File: src/rtl/scc_timer_pkg.sv
// Shared types, register map and helpers for the SCC timer unit.
package scc_timer_pkg;

  typedef enum logic [1:0] {
    INHIBIT = 2'b00,
    MATCH   = 2'b01,
    CAPTURE = 2'b10,
    EVCOUNT = 2'b11
  } mode_e;

  typedef enum logic [1:0] {
    RISE = 2'b00,
    FALL = 2'b01,
    BOTH = 2'b10,
    NONE = 2'b11
  } edge_e;

  localparam logic [2:0] REG_STATUS  = 3'd0;
  localparam logic [2:0] REG_CONTROL = 3'd1;
  localparam logic [2:0] REG_RELOAD  = 3'd2;
  localparam logic [2:0] REG_T0      = 3'd3;
  localparam logic [2:0] REG_T1      = 3'd4;

  // STATUS bit of the ma flag for channel ch; cap and ov sit one and two below it.
  function automatic int status_base(input int ch);
    return 14 - 3 * ch;
  endfunction

  function automatic logic [15:0] lane_merge(input logic [15:0] old_val,
                                             input logic [15:0] new_val,
                                             input logic        hi,
                                             input logic        lo);
    logic [15:0] merged;
    merged = old_val;
    if (hi) merged[15:8] = new_val[15:8];
    if (lo) merged[7:0]  = new_val[7:0];
    return merged;
  endfunction

endpackage

File: src/rtl/scc_timer_channel.sv
// One match/capture/event-count channel: event synchroniser, edge detect,
// Tn register and its ma/cap/ov flags.
module scc_timer_channel
  import scc_timer_pkg::*;
#(
  parameter int WIDTH = 16
) (
  input  logic             clk,
  input  logic             nReset,
  input  logic             tick,
  input  logic [WIDTH-1:0] t0_cur,
  input  logic [WIDTH-1:0] t0_next,
  input  logic             event_pin,
  input  mode_e            mode,
  input  edge_e            edge_sel,
  input  logic             wr_hi,
  input  logic             wr_lo,
  input  logic [WIDTH-1:0] wr_data,
  input  logic             clr_ma,
  input  logic             clr_cap,
  input  logic             clr_ov,
  output logic [WIDTH-1:0] tn,
  output logic             ma,
  output logic             cap,
  output logic             ov
);

  logic [2:0]       sync;
  logic             rise;
  logic             fall;
  logic             edge_hit;
  logic [WIDTH-1:0] tn_next;
  logic             ma_set;
  logic             cap_set;
  logic             ov_set;

  assign rise = sync[1] & ~sync[2];
  assign fall = ~sync[1] & sync[2];

  always_comb begin
    edge_hit = 1'b0;
    case (edge_sel)
      RISE:    edge_hit = rise;
      FALL:    edge_hit = fall;
      BOTH:    edge_hit = rise | fall;
      default: edge_hit = 1'b0;
    endcase
  end

  // Capture overrides a same-cycle CPU write; a CPU write overrides a count.
  always_comb begin
    tn_next = lane_merge(tn, wr_data, wr_hi, wr_lo);
    ma_set  = 1'b0;
    cap_set = 1'b0;
    ov_set  = 1'b0;
    case (mode)
      MATCH: begin
        if (tick && (t0_next == tn)) ma_set = 1'b1;
      end
      CAPTURE: begin
        if (edge_hit) begin
          tn_next = t0_cur;
          cap_set = 1'b1;
        end
      end
      EVCOUNT: begin
        if (edge_hit && !(wr_hi || wr_lo)) begin
          tn_next = tn + 1'b1;
          ov_set  = &tn;
        end
      end
      default: ;
    endcase
  end

  always_ff @(posedge clk or negedge nReset) begin
    if (!nReset) begin
      sync <= '0;
      tn   <= '0;
      ma   <= 1'b0;
      cap  <= 1'b0;
      ov   <= 1'b0;
    end else begin
      sync <= {sync[1:0], event_pin};
      tn   <= tn_next;
      ma   <= ma_set  | (ma  & ~clr_ma);
      cap  <= cap_set | (cap & ~clr_cap);
      ov   <= ov_set  | (ov  & ~clr_ov);
    end
  end

endmodule

File: src/rtl/scc_timer_unit.sv
// SCC timer unit: bus decode, prescaler, T0/RELOAD, STATUS/CONTROL and irq,
// with NUM_CH channel instances.
module scc_timer_unit
  import scc_timer_pkg::*;
#(
  parameter int NUM_CH   = 2,
  parameter int WIDTH    = 16,
  parameter int PRESCALE = 96
) (
  input  logic              clk,
  input  logic              nReset,
  input  logic              cs,
  input  logic [2:0]        addr,
  input  logic              uds,
  input  logic              lds,
  input  logic              write_strobe,
  input  logic [15:0]       data_in,
  output logic [15:0]       data_out,
  output logic              ack,
  input  logic [NUM_CH-1:0] event_in,
  output logic              irq
);

  localparam logic [7:0]  PRESC_LAST = 8'(PRESCALE - 1);
  localparam logic [15:0] CTRL_MASK  = 16'((32'h1 << (4 * NUM_CH)) - 32'h1);

  logic             accept;
  logic             wr_hi;
  logic             wr_lo;
  logic             t0_wr;
  logic             tick;
  logic             t0_tick_upd;
  logic             t0_wrap;
  logic [7:0]       presc_cnt;
  logic [WIDTH-1:0] t0;
  logic [WIDTH-1:0] t0_next;
  logic [WIDTH-1:0] reload;
  logic [15:0]      ctrl;
  logic             t0_ov;
  logic [15:0]      clr_vec;
  logic [15:0]      status_word;
  logic [15:0]      rdata;
  logic [WIDTH-1:0] tn [NUM_CH];
  logic [NUM_CH-1:0] ma;
  logic [NUM_CH-1:0] cap;
  logic [NUM_CH-1:0] ov;

  assign accept = cs & (uds | lds) & ~ack;
  assign wr_hi  = accept & write_strobe & uds;
  assign wr_lo  = accept & write_strobe & lds;
  assign t0_wr  = (wr_hi | wr_lo) & (addr == REG_T0);
  assign tick   = (presc_cnt == PRESC_LAST);

  assign clr_vec = (addr == REG_STATUS) ?
                   (data_in & {{8{wr_hi}}, {8{wr_lo}}}) : 16'h0000;

  // A CPU write to T0 swallows a coincident tick, including its overflow.
  always_comb begin
    t0_next     = t0;
    t0_tick_upd = 1'b0;
    t0_wrap     = 1'b0;
    if (t0_wr) begin
      t0_next = lane_merge(t0, data_in, wr_hi, wr_lo);
    end else if (tick) begin
      t0_tick_upd = 1'b1;
      if (&t0) begin
        t0_next = reload;
        t0_wrap = 1'b1;
      end else begin
        t0_next = t0 + 1'b1;
      end
    end
  end

  always_ff @(posedge clk or negedge nReset) begin
    if (!nReset) begin
      presc_cnt <= '0;
      t0        <= '0;
      reload    <= '0;
      ctrl      <= '0;
      t0_ov     <= 1'b0;
    end else begin
      presc_cnt <= (tick || t0_wr) ? 8'd0 : presc_cnt + 8'd1;
      t0        <= t0_next;
      t0_ov     <= t0_wrap | (t0_ov & ~clr_vec[15]);
      if (addr == REG_RELOAD) reload <= lane_merge(reload, data_in, wr_hi, wr_lo);
      if (addr == REG_CONTROL) ctrl <= lane_merge(ctrl, data_in, wr_hi, wr_lo) & CTRL_MASK;
    end
  end

  for (genvar n = 0; n < NUM_CH; n++) begin : g_ch
    localparam int BASE = status_base(n);
    logic sel_tn;
    assign sel_tn = (addr == 3'(REG_T1 + n));

    scc_timer_channel #(.WIDTH(WIDTH)) u_channel (
      .clk      (clk),
      .nReset   (nReset),
      .tick     (t0_tick_upd),
      .t0_cur   (t0),
      .t0_next  (t0_next),
      .event_pin(event_in[n]),
      .mode     (mode_e'(ctrl[4*n +: 2])),
      .edge_sel (edge_e'(ctrl[4*n+2 +: 2])),
      .wr_hi    (wr_hi & sel_tn),
      .wr_lo    (wr_lo & sel_tn),
      .wr_data  (data_in),
      .clr_ma   (clr_vec[BASE]),
      .clr_cap  (clr_vec[BASE-1]),
      .clr_ov   (clr_vec[BASE-2]),
      .tn       (tn[n]),
      .ma       (ma[n]),
      .cap      (cap[n]),
      .ov       (ov[n])
    );
  end

  always_comb begin
    status_word     = '0;
    status_word[15] = t0_ov;
    for (int n = 0; n < NUM_CH; n++) begin
      status_word[status_base(n)]     = ma[n];
      status_word[status_base(n) - 1] = cap[n];
      status_word[status_base(n) - 2] = ov[n];
    end
  end

  always_comb begin
    rdata = '0;
    case (addr)
      REG_STATUS:  rdata = status_word;
      REG_CONTROL: rdata = ctrl;
      REG_RELOAD:  rdata = reload;
      REG_T0:      rdata = t0;
      default: begin
        for (int n = 0; n < NUM_CH; n++) begin
          if (addr == 3'(REG_T1 + n)) rdata = tn[n];
        end
      end
    endcase
  end

  // Read data is sampled at acceptance and held through the ack cycle and beyond.
  always_ff @(posedge clk or negedge nReset) begin
    if (!nReset) begin
      data_out <= '0;
      ack      <= 1'b0;
      irq      <= 1'b0;
    end else begin
      ack <= accept;
      irq <= |status_word;
      if (accept) data_out <= rdata;
    end
  end

endmodule

File: config.mk
export PLATFORM = sky130hd
export DESIGN_NAME = scc_timer_unit
export DESIGN_NICKNAME = d
export VERILOG_FILES = /design/src/rtl/scc_timer_pkg.sv /design/src/rtl/scc_timer_channel.sv /design/src/rtl/scc_timer_unit.sv
export SDC_FILE = /design/constraint.sdc
export NUM_CORES = 1
export LEC_CHECK = 0
export ABC_AREA = 1
export BUFFER_PORTS_ARGS = -buffer_cell sky130_fd_sc_hd__buf_2
export CORE_MARGIN = 2
export CORE_UTILIZATION = 30
export DETAILED_ROUTE_END_ITERATION = 7
export GPL_TIMING_DRIVEN = 0
export HOLD_SLACK_MARGIN = 0.06
export PLACE_DENSITY = 0.48
export SETUP_SLACK_MARGIN = 0.3
export SKIP_LAST_GASP = 1
export SLEW_MARGIN = 25
export SYNTH_ARGS = -nofsm -noshare
export SYNTH_HDL_FRONTEND = slang
export SYNTH_SLANG_ARGS = --single-unit
File: constraint.sdc
create_clock -name clk -period 3 [get_ports clk]
set_clock_uncertainty 0.2 [all_clocks]
set_input_delay 0.9 -clock clk [delete_from_list [all_inputs] [get_ports clk]]
set_output_delay 0.9 -clock clk [all_outputs]
set_load 0.02 [all_outputs]
==> results.txt, run 1 <==
min-delay src = g_ch[1].u_channel.sync[0]
CTS Buffer Depth = 2
CP endpoint kind = register
CTS H-tree lvls = 3
CTS root buf = clkbuf_16
Routed WL = 32400 um
EDFF count, synth = 0
antenna violations before repair = 0
Synth top cells by count = nand2_1, inv_1, dfrtp_1, o21ai_0, nand3_1
filler cell count = 2758
register area = 2780 um2
CTS tree = yes
Post-Syn Area = 7620 um2
headroom to the max-slew limit = 55.6%
Seq/Total Area, Yosys = 36.4%
peak supply drop = 0.277 mV
Critical path buffers and inverters = 3
Routed Antenna Nets = 0
ranking of synthesized cells by area = dfrtp_1, nand2_1, o21ai_0
Hold-fix buffers, CTS = 0
syn_area_per_cell = 7.03 um2
CP Max Fanout = 6
Worst-Margin Slew = 666 ps
min Tclk post-route = 2660 ps
RSZ-0062 raised after global routing = true
fmax = 0.376 GHz
# DRC = 0
vias in the first global route = 7465
Yosys top cell by area = dfrtp_1
Multi-input gate area = 4460 um2
post-synth cell types = 40
pin count of the biggest net entering global routing = 58
CTS buffer count = 9
crit path cell chain = clkbuf_4 -> nand2_2 -> nor2_4 -> nand3_4 -> inv_6 -> clkbuf_16 -> o21ai_1 -> nand2_1 -> nand2_1 -> nand2_2 -> nand2_1 -> nand2_1 -> nor2_1 -> nand2_1 -> nor2_1 -> nand2_1 -> nand2_1
gr ovfl total = 0
final worst path period share = 88.7%
Die ar. = 26700 um2
final net count = 1195
GRT Util Overall = 24.6%
count leader, synth = nand2_1
required time of the critical path = 3060 ps
PwrDens = 752 nW/um2
share of layout cells above drive strength 1 = 17.3%
dpl hpwl = 25400 um
Vias = 8084
worst reg-to-reg path cell count = 14
IO Port Bufs = 41
Worst Hold End = g_ch[1].u_channel.sync[1]
Syn Nets = 1120
most frequent CP cell = nand2_1
Min Hold Slack = 154 ps
die outline height = 163 um
I/O pins = 45
critical path data arrival time = 2730 ps
Vias/cell = 5.41
area delta synth->final = 19.5%
post-synth top area share = 36.4%
worst reg-to-reg setup slack = 440 ps
Reg-to-Reg End = g_ch[1].u_channel.ma
hold depth = 0
delay-heaviest family, CP = simple AND/OR/NAND/NOR gates
post-route cell area = 9110 um2
Initial Util = 30.5%
Post-Synthesis Cells = 1085
clock slew at reported path FFs = 80 ps
clk_lat worst skew = 380 ps
Final Max Tran Viols = 0
FF-to-FF Start = t0[1]
Detailed Route Iter0 Violations = 818
outcome = finished, final reports clean
Final Hold Fails = 0
leakage power = 4.41 nW
Setup Viol. Count Final = 0
Synth Register Bits = 111
ant diodes = 0
Final Util = 36.4%
Crit-path slowest cell = nand3_4
placed cell areas = 8280 um2
Post-synth top flop = dfrtp_1
worst hold path class = reg -> reg
core area = 25000 um2
Worst setup SP type = primary input
Syn. warnings = 0
asr flop ratio synth = 100%
global-route wire length before repair = 47800 um
crit path kind = in -> reg
Maximum Capacitance Violations = 0
Routed WL per cell = 21.7 um
die width = 163 um
# rows = 58
Clock Sinks = 111
Pre-Repair DR Iteration Count = 6
slowest stage delay, CP = 190 ps
Final GP Congestion = 0.983
==> report_power, final <==
group	switching (W)	total, W	internal [W]	leakage [nW]
logic	0.00210	0.00316	0.00105	2.92
clock network	0.000647	0.00131	0.000665	0.150
registers	0.000485	0.00238	0.00189	1.34
total	0.00323	0.00685	0.00361	4.41
==> metrics by stage <==
step,instances,worst slack [ps],TNS [ps],power (W)
after floorplan,1085,365,0,0.00421
after global placement,1456,-779,-97930,0.00524
after detailed placement,1457,-460,-12850,0.00525
after CTS,1480,264,0,0.00667
after global routing,1495,255,0,0.00729
final,1495,338,0,0.00685
==> state kept, by name, summed over array words and instances, names as in the netlist, 2 cells and up <==
name and count:
g_ch.u_channel.tn 32, presc_cnt 8, data_out 16, ctrl 8
g_ch.u_channel.ma 2, g_ch.u_channel.cap 2, t0 16, g_ch.u_channel.sync 6
g_ch.u_channel.ov 2, reload 16
==> cell type report <==
type / count / area share [%]
Buffer: 27 / 2.12
Clock buffer: 10 / 2.51
Clock inverter: 6 / 0.838
Inverter: 137 / 5.80
Multi-Input combinational cell: 810 / 48.9
Sequential cell: 111 / 30.6
Tap cell: 330 / 4.53
Timing Repair Buffer: 64 / 4.70
==> placed cells by master, fill, tap and decap left out, types with 10 or more instances in the layout <==
cell type | netlist | routed
nor2_4 | 5 | 12
dfrtp_1 | 111 | 106
nand2_2 | 4 | 13
xor2_1 | 15 | 15
clkbuf_16 | 0 | 10
o21ai_0 | 96 | 91
o22ai_1 | 12 | 12
o221ai_1 | 38 | 37
nand3_1 | 86 | 71
buf_4 | 5 | 25
buf_2 | 9 | 43
mux2_2 | 17 | 17
nor2_1 | 77 | 69
nand4_1 | 35 | 35
nand3_2 | 4 | 18
a21oi_1 | 23 | 21
nand2_1 | 329 | 314
inv_1 | 128 | 124
==> routing by layer <==
layer	up-vias	GRT usage, %	routed length, um
met5	-	0	0
met4	0	8.81	1110
li1	3807	-	-
met3	62	3.05	2330
met2	347	37.4	13900
met1	3868	35.6	15000
==> worst max-delay path by stage <==
stage | startpoint | slack, ps | to | cells after the start
global placement | nReset | -780 | g_ch[0].u_channel.tn[15] | 1
finish | addr[1] | 340 | g_ch[0].u_channel.ma | 17
detailed placement | cs | -460 | g_ch[1].u_channel.tn[13] | 11
global route | addr[1] | 250 | g_ch[1].u_channel.ma | 15
CTS | uds | 260 | g_ch[1].u_channel.ma | 17
floorplan | lds | 370 | g_ch[1].u_channel.tn[5] | 11
==> what timing repair did <==
action | in CTS | in global routing
pin swaps | 6 | 13
setup buffers | 7 | 14
gates resized for setup | 29 | 76
cloned | 0 | 1
endpoints found under the setup margin | 45 | 32
==> worst reg2reg max path, delay by kind of cell, from the launching register on <==
family                     cells  cell delay (ps)
DFF                            1              400
buffers and inverters          1              210
and+or+nand+nor               12             1470
adders and majority gates      1              210
==> kinds of logic after synthesis <==
logic type,count (synthesis),share of synthesized area (%)
AO/OA/AOI/OAI,200,16.1
XOR/XNOR,19,2.18
adder cells (fa/ha/maj),8,1.31
buffers and inverters,164,8.60
flip-flops,111,36.4
multiplexers,17,2.51
AND/OR/NAND/NOR,566,32.9
(Power assumes the default switching activity.)
==> inputs of run 2 (changes only) <==
--- a/config.mk
+++ b/config.mk
@@ -9,6 +9,7 @@
 export BUFFER_PORTS_ARGS = -buffer_cell sky130_fd_sc_hd__buf_2
 export CORE_MARGIN = 2
 export CORE_UTILIZATION = 30
+export CTS_BUF_LIST = sky130_fd_sc_hd__clkbuf_4 sky130_fd_sc_hd__clkbuf_8 sky130_fd_sc_hd__clkbuf_16
 export DETAILED_ROUTE_END_ITERATION = 7
 export GPL_TIMING_DRIVEN = 0
 export HOLD_SLACK_MARGIN = 0.06
==> results.txt, run 2 (synthesized netlist as in run 1, its figures left out) <==
register area = 2780 um2 (unchanged)
most frequent CP cell = nand2_1
Pre-Repair DR Iteration Count = 8 (+2)
crit path cell chain = clkbuf_4 -> nand2_2 -> nor2_4 -> nand3_4 -> inv_6 -> clkbuf_16 -> o21ai_1 -> nand2_1 -> nand2_1 -> nand2_2 -> nand2_1 -> nand2_1 -> nor2_1 -> nand2_1 -> nor2_1 -> nand2_1 -> nand2_1
Routed WL = 32300 um (-0.14%)
Maximum Capacitance Violations = 0 (unchanged)
die width = 163 um (unchanged)
delay-heaviest family, CP = simple AND/OR/NAND/NOR gates
final worst path period share = 88.6% (-0.15 points)
CP Max Fanout = 6 (unchanged)
ant diodes = 0 (unchanged)
Worst Hold End = g_ch[1].u_channel.sync[1]
Critical path buffers and inverters = 3 (unchanged)
Routed Antenna Nets = 0 (unchanged)
share of layout cells above drive strength 1 = 17.4% (+0.086 points)
CTS tree = yes
Hold-fix buffers, CTS = 0 (unchanged)
FF-to-FF Start = t0[1]
filler cell count = 2758 (unchanged)
CTS buffer count = 9 (unchanged)
commonest cells after routing, fill and taps aside = nand2_1, inv_1, dfrtp_1
area delta synth->final = 19.5% (about the same)
slowest stage delay, CP = 190 ps (about the same)
Reg-to-Reg End = g_ch[1].u_channel.ma
die outline height = 163 um (unchanged)
hold depth = 0 (unchanged)
final net count = 1195 (unchanged)
most common cell after layout, fill and taps aside = nand2_1
leakage power = 4.41 nW (about the same)
Crit-path slowest cell = nand3_4
Initial Util = 30.5% (unchanged)
Vias/cell = 5.41 (about the same)
core area = 25000 um2 (unchanged)
required time of the critical path = 3060 ps (about the same)
placed cell areas = 8280 um2 (unchanged)
gr ovfl total = 0 (unchanged)
outcome = finished, final reports clean
Final Max Tran Viols = 0 (unchanged)
headroom to the max-slew limit = 55.7% (+0.066 points)
Multi-input gate area = 4460 um2 (unchanged)
Clock Sinks = 111 (unchanged)
clk_lat worst skew = 370 ps (about the same)
Biggest register = g_ch.u_channel.tn
peak supply drop = 0.276 mV (-0.45%)
Final GP Congestion = 0.983 (unchanged)
Worst path depth = 17 (unchanged)
RSZ-0062 raised after global routing = true
worst hold path class = reg -> reg
GRT Util Overall = 24.6% (unchanged)
dpl hpwl = 25400 um (unchanged)
PwrDens = 751 nW/um2 (about the same)
Vias = 8082 (-0.025%)
Largest register FFs = 32 (unchanged)
Crit. Startpoint = addr[1]
fmax = 0.376 GHz (+0.17%)
Worst-Margin Slew = 665 ps (-0.983 ps)
CP endpoint kind = register
worst reg-to-reg path cell count = 14 (unchanged)
Die ar. = 26700 um2 (unchanged)
Detailed Route Iter0 Violations = 818 (unchanged)
CTS H-tree lvls = 3 (unchanged)
crit path kind = in -> reg
Power, Total = 0.00685 W (about the same)
global-route wire length before repair = 47800 um (unchanged)
Routed WL per cell = 21.6 um (-0.14%)
antenna violations before repair = 0 (unchanged)
CTS Buffer Depth = 2 (unchanged)
Cell Count, Final, Fillers Out = 1495 (unchanged)
# rows = 58 (unchanged)
# DRC = 0 (unchanged)
min-delay src = g_ch[1].u_channel.sync[0]
clock slew at reported path FFs = 80 ps (about the same)
Final Hold Fails = 0 (unchanged)
vias in the first global route = 7465 (unchanged)
placed cells = 1457 (unchanged)
post-route cell area = 9110 um2 (about the same)
CTS root buf = clkbuf_16
Worst setup SP type = primary input
min Tclk post-route = 2660 ps (-4.65 ps)
critical path data arrival time = 2720 ps (about the same)
worst reg-to-reg setup slack = 430 ps (about the same)
IO Port Bufs = 41 (unchanged)
Setup Viol. Count Final = 0 (unchanged)
pin count of the biggest net entering global routing = 58 (unchanged)
Final Util = 36.4% (about the same)
I/O pins = 45 (unchanged)
Min Hold Slack = 154 ps (-0.00500 ps)
## run 2: changes by cell type in the layout (fill, tap and decap cells not counted)
cell and delta:
clkbuf_4 +1, clkbuf_1 -1
## run 2: worst max path at each step
stage / end / slack (ps)
after detailed placement: g_ch[1].u_channel.tn[13] / -460
final: g_ch[0].u_channel.ma / 340
after global placement: g_ch[0].u_channel.tn[15] / -780
after floorplan: g_ch[1].u_channel.tn[5] / 370
after CTS: g_ch[1].u_channel.ma / 260
after global routing: g_ch[1].u_channel.ma / 250
## run 2: area by class of cell
cell class / count / share of cell area, %
plain buffers: 27 / 2.11
clock buffers: 10 / 2.55
clock inverters: 6 / 0.837
inverters: 137 / 5.79
multi-input cells: 810 / 48.9
flip-flops and latches: 111 / 30.5
well taps: 330 / 4.53
repair buffers: 64 / 4.70
## run 2: per-layer routing
layer / track usage, % / vias to the layer above / part of all wire, % / wire [um]
li1: - / 3809 / - / -
met2: 37.4 / 336 / 43 / 14000
met3: 3.05 / 61 / 6.9 / 2240
met4: 8.81 / 0 / 3.5 / 1120
met5: 0 / - / 0 / 0
met1: 35.6 / 3876 / 46 / 15000
## run 2: power by group
group / total (W) / switching, W / internal (W)
clock: 0.00132 / 0.000642 / 0.000674
combinational: 0.00315 / 0.00210 / 0.00105
sequential: 0.00238 / 0.000483 / 0.00189
total: 0.00685 / 0.00323 / 0.00362
## run 2: what timing repair did
item / CTS / global route
gates resized for setup: 29 / 76
setup endpoints to repair: 45 / 32
pin swaps: 6 / 13
cloned: 0 / 1
buffers inserted: 7 / 14
## run 2: through the flow
| step | setup TNS (ps) | worst slack (ps) |
|---|---|---|
| floorplan | 0 | 365 |
| CTS | 0 | 264 |
| detailed placement | -12850 | -460 |
| finish | 0 | 342 |
| global route | 0 | 255 |
| global placement | -97930 | -779 |
==> inputs of run 3 (changes only) <==
--- a/config.mk
+++ b/config.mk
@@ -7,7 +7,7 @@
 export LEC_CHECK = 0
 export ABC_AREA = 1
 export BUFFER_PORTS_ARGS = -buffer_cell sky130_fd_sc_hd__buf_2
-export CORE_MARGIN = 2
+export CORE_MARGIN = 5
 export CORE_UTILIZATION = 30
 export CTS_BUF_LIST = sky130_fd_sc_hd__clkbuf_4 sky130_fd_sc_hd__clkbuf_8 sky130_fd_sc_hd__clkbuf_16
 export DETAILED_ROUTE_END_ITERATION = 7
@@ -19,4 +19,5 @@
 export SLEW_MARGIN = 25
 export SYNTH_ARGS = -nofsm -noshare
 export SYNTH_HDL_FRONTEND = slang
+export SYNTH_HIERARCHICAL = 1
 export SYNTH_SLANG_ARGS = --single-unit
==> results.txt, run 3 <==
outcome = finished, final reports clean
RSZ-0062 raised after global routing = true
delay-heaviest family, CP = simple AND/OR/NAND/NOR gates
peak supply drop = 0.293 mV (+6.3%)
asr flop ratio synth = 100% (unchanged)
crit path kind = in -> reg
clock slew at reported path FFs = 90 ps (about the same)
# rows = 61 (+5.2%)
Post-synth top flop = dfrtp_1
ant diodes = 0 (unchanged)
Biggest register = g_ch.u_channel/tn
CP endpoint kind = register
post-synth top area share = 33.1% (-3.3 points)
PwrDens = 627 nW/um2 (-17%)
min-delay src = g_ch[0].u_channel/sync[0]
post-place setup slack = -618 ps (-157 ps)
Worst-Margin Slew = 698 ps (+33.2 ps)
slowest stage delay, CP = 260 ps (+70 ps)
CTS H-tree lvls = 3 (unchanged)
Clock Sinks = 111 (unchanged)
CTS buffer count = 9 (unchanged)
leakage power = 4.80 nW (+8.7%)
I/O pins = 45 (unchanged)
Routed Antenna Nets = 0 (unchanged)
CTS Buffer Depth = 2 (unchanged)
Yosys top cell by area = dfrtp_1
pin count of the biggest net entering global routing = 80 (+38%)
critical path data arrival time = 2780 ps (+60 ps)
most frequent CP cell = nand2_1
EDFF count, synth = 0 (unchanged)
ranking of synthesized cells by area = dfrtp_1, nand2_1, inv_1
fmax = 0.376 GHz (-0.17%)
Final GP Congestion = 0.908 (-7.7%)
Synth top cells by count = nand2_1, inv_1, nor2_1, dfrtp_1, nand3_1
commonest cells after routing, fill and taps aside = nand2_1, inv_1, nor2_1
# DRC = 0 (unchanged)
final net count = 1380 (+15%)
Syn Nets = 1291 (+15%)
CTS tree = yes
Largest register FFs = 32 (unchanged)
core area = 27700 um2 (+11%)
Die ar. = 31400 um2 (+18%)
Maximum Capacitance Violations = 0 (unchanged)
Crit. Startpoint = addr[1]
area delta synth->final = 19.6% (about the same)
GRT Util Overall = 20.5% (-4.1 points)
clk_lat worst skew = 370 ps (about the same)
Post-Synthesis Cells = 1256 (+16%)
die outline height = 177 um (+8.5%)
crit path cell chain = buf_8 -> nand2_4 -> nor2_4 -> nand3_4 -> nand2_8 -> clkinvlp_4 -> buf_4 -> nand2_1 -> nand4_1 -> xnor2_1 -> nand4_1 -> nor2_1 -> nand2_1 -> nand2_1
Final Max Tran Viols = 0 (unchanged)
Hold-fix buffers, CTS = 0 (unchanged)
vias in the first global route = 8026 (+7.5%)
Initial Util = 30.3% (-0.15 points)
Routed WL = 32600 um (+0.87%)
global-route wire length before repair = 48700 um (+2.0%)
CP Max Fanout = 6 (unchanged)
FF-to-FF Start = t0[2]
Worst setup SP type = primary input
count leader, synth = nand2_1
Seq/Total Area, Yosys = 33.1% (-3.3 points)
Crit-path slowest cell = xnor2_1
Post-Syn Area = 8400 um2 (+10%)
Setup Viol. Count Final = 0 (unchanged)
Vias = 8652 (+7.1%)
Synth Register Bits = 111 (unchanged)
gr ovfl total = 0 (unchanged)
IO Port Bufs = 42 (+2.4%)
Detailed Route Iter0 Violations = 858 (+4.9%)
min Tclk post-route = 2660 ps (+4.66 ps)
headroom to the max-slew limit = 53.5% (-2.2 points)
worst hold path class = reg -> reg
final worst path period share = 88.7% (+0.16 points)
slack of the critical path = 338 ps (-4.66 ps)
Syn. warnings = 6 (+6)
Final Hold Fails = 0 (unchanged)
syn_area_per_cell = 6.69 um2 (-4.9%)
Vias/cell = 5.01 (-7.4%)
most common cell after layout, fill and taps aside = nand2_1
antenna violations before repair = 0 (unchanged)
worst reg-to-reg setup slack = 350 ps (-80 ps)
die width = 177 um (+8.5%)
dpl hpwl = 24600 um (-3.1%)
post-synth cell types = 41 (+2.5%)
Routed WL per cell = 18.9 um (-13%)
required time of the critical path = 3120 ps (+60 ps)
Power, Total = 0.00630 W (-8.1%)
Critical path buffers and inverters = 3 (unchanged)
filler cell count = 3027 (+9.8%)
CTS root buf = clkbuf_16
Pre-Repair DR Iteration Count = 5 (-3)
share of layout cells above drive strength 1 = 17.7% (+0.28 points)
## run 3: cell types whose count changed after synthesis, moves of 8 or more
cell      change
inv_1        +28
a21oi_1      +38
mux2_2       -13
nand2_1       +8
xnor2_1      +10
xor2_1       +11
o21ai_1      +14
nor2_1       +64
a31oi_1       -9
nand2_2      +16
nand3_1      +20
o211ai_1     +15
o22ai_1      -10
o221ai_1     -38
## run 3: cell type report
class                   count  area, um2  share of cell area, %
multi-input cells         942       4920                   49.0
flip-flops and latches    111       2790                   27.8
inverters                 164        619                   6.17
repair buffers             78        601                   5.98
well taps                 378        473                   4.71
plain buffers              39        317                   3.15
clock buffers               9        225                   2.24
clock inverters             7       93.8                  0.934
## run 3: metrics by stage
stage / TNS [ps] / hold WS, ps / area, um2 / instances / util, %
floorplan: 0 / 131 / 8430 / 1256 / -
global placement: -90850 / 134 / 9110 / 1676 / 32.9
detailed placement: -8880 / 137 / 9150 / 1677 / 33.0
CTS: 0 / 159 / 9740 / 1713 / 35.2
global route: 0 / 169 / 10000 / 1728 / 36.3
finish: 0 / 156 / 10000 / 1728 / 36.3
## run 3: power by group
part           switching (W)  total, W  internal [W]  leakage [nW]
Clock               0.000729   0.00134      0.000613         0.154
Sequential          0.000645   0.00250       0.00185          1.41
Combinational        0.00151   0.00246      0.000950          3.23
## run 3: path summary, 6_finish.rpt
kind	end	cells past startpoint
max in group asynchronous	t0[13]	2
max	g_ch[1].u_channel/ma	14
min in group asynchronous	presc_cnt[3]	1
max reg2reg	g_ch[1].u_channel/ma	15
min reg2reg	g_ch[0].u_channel/sync[1]	0
min	g_ch[0].u_channel/sync[1]	0
## run 3: logic make-up after synthesis
logic type	Yosys count	share of synthesized area [%]
DFF	111	33.1
buffers and inverters	203	10.4
muxes	4	0.536
AOI/OAI and AO/OA	195	12.4
xor gates and xnor gates	40	4.17
adders and majority gates	8	1.19
and+or+nand+nor	695	38.2
## run 3: what timing repair did
item,CTS,global route
pin swaps,13,31
gates cloned,0,1
gates resized for setup,39,43
setup buffers,20,14
endpoints found under the setup margin,34,27
## run 3: metal layers
layer | track usage [%] | part of all wire (%)
met2 | 33.3 | 46
met5 | 0 | 0
met4 | 5.32 | 2.0
met3 | 2.34 | 5.7
met1 | 29.1 | 46
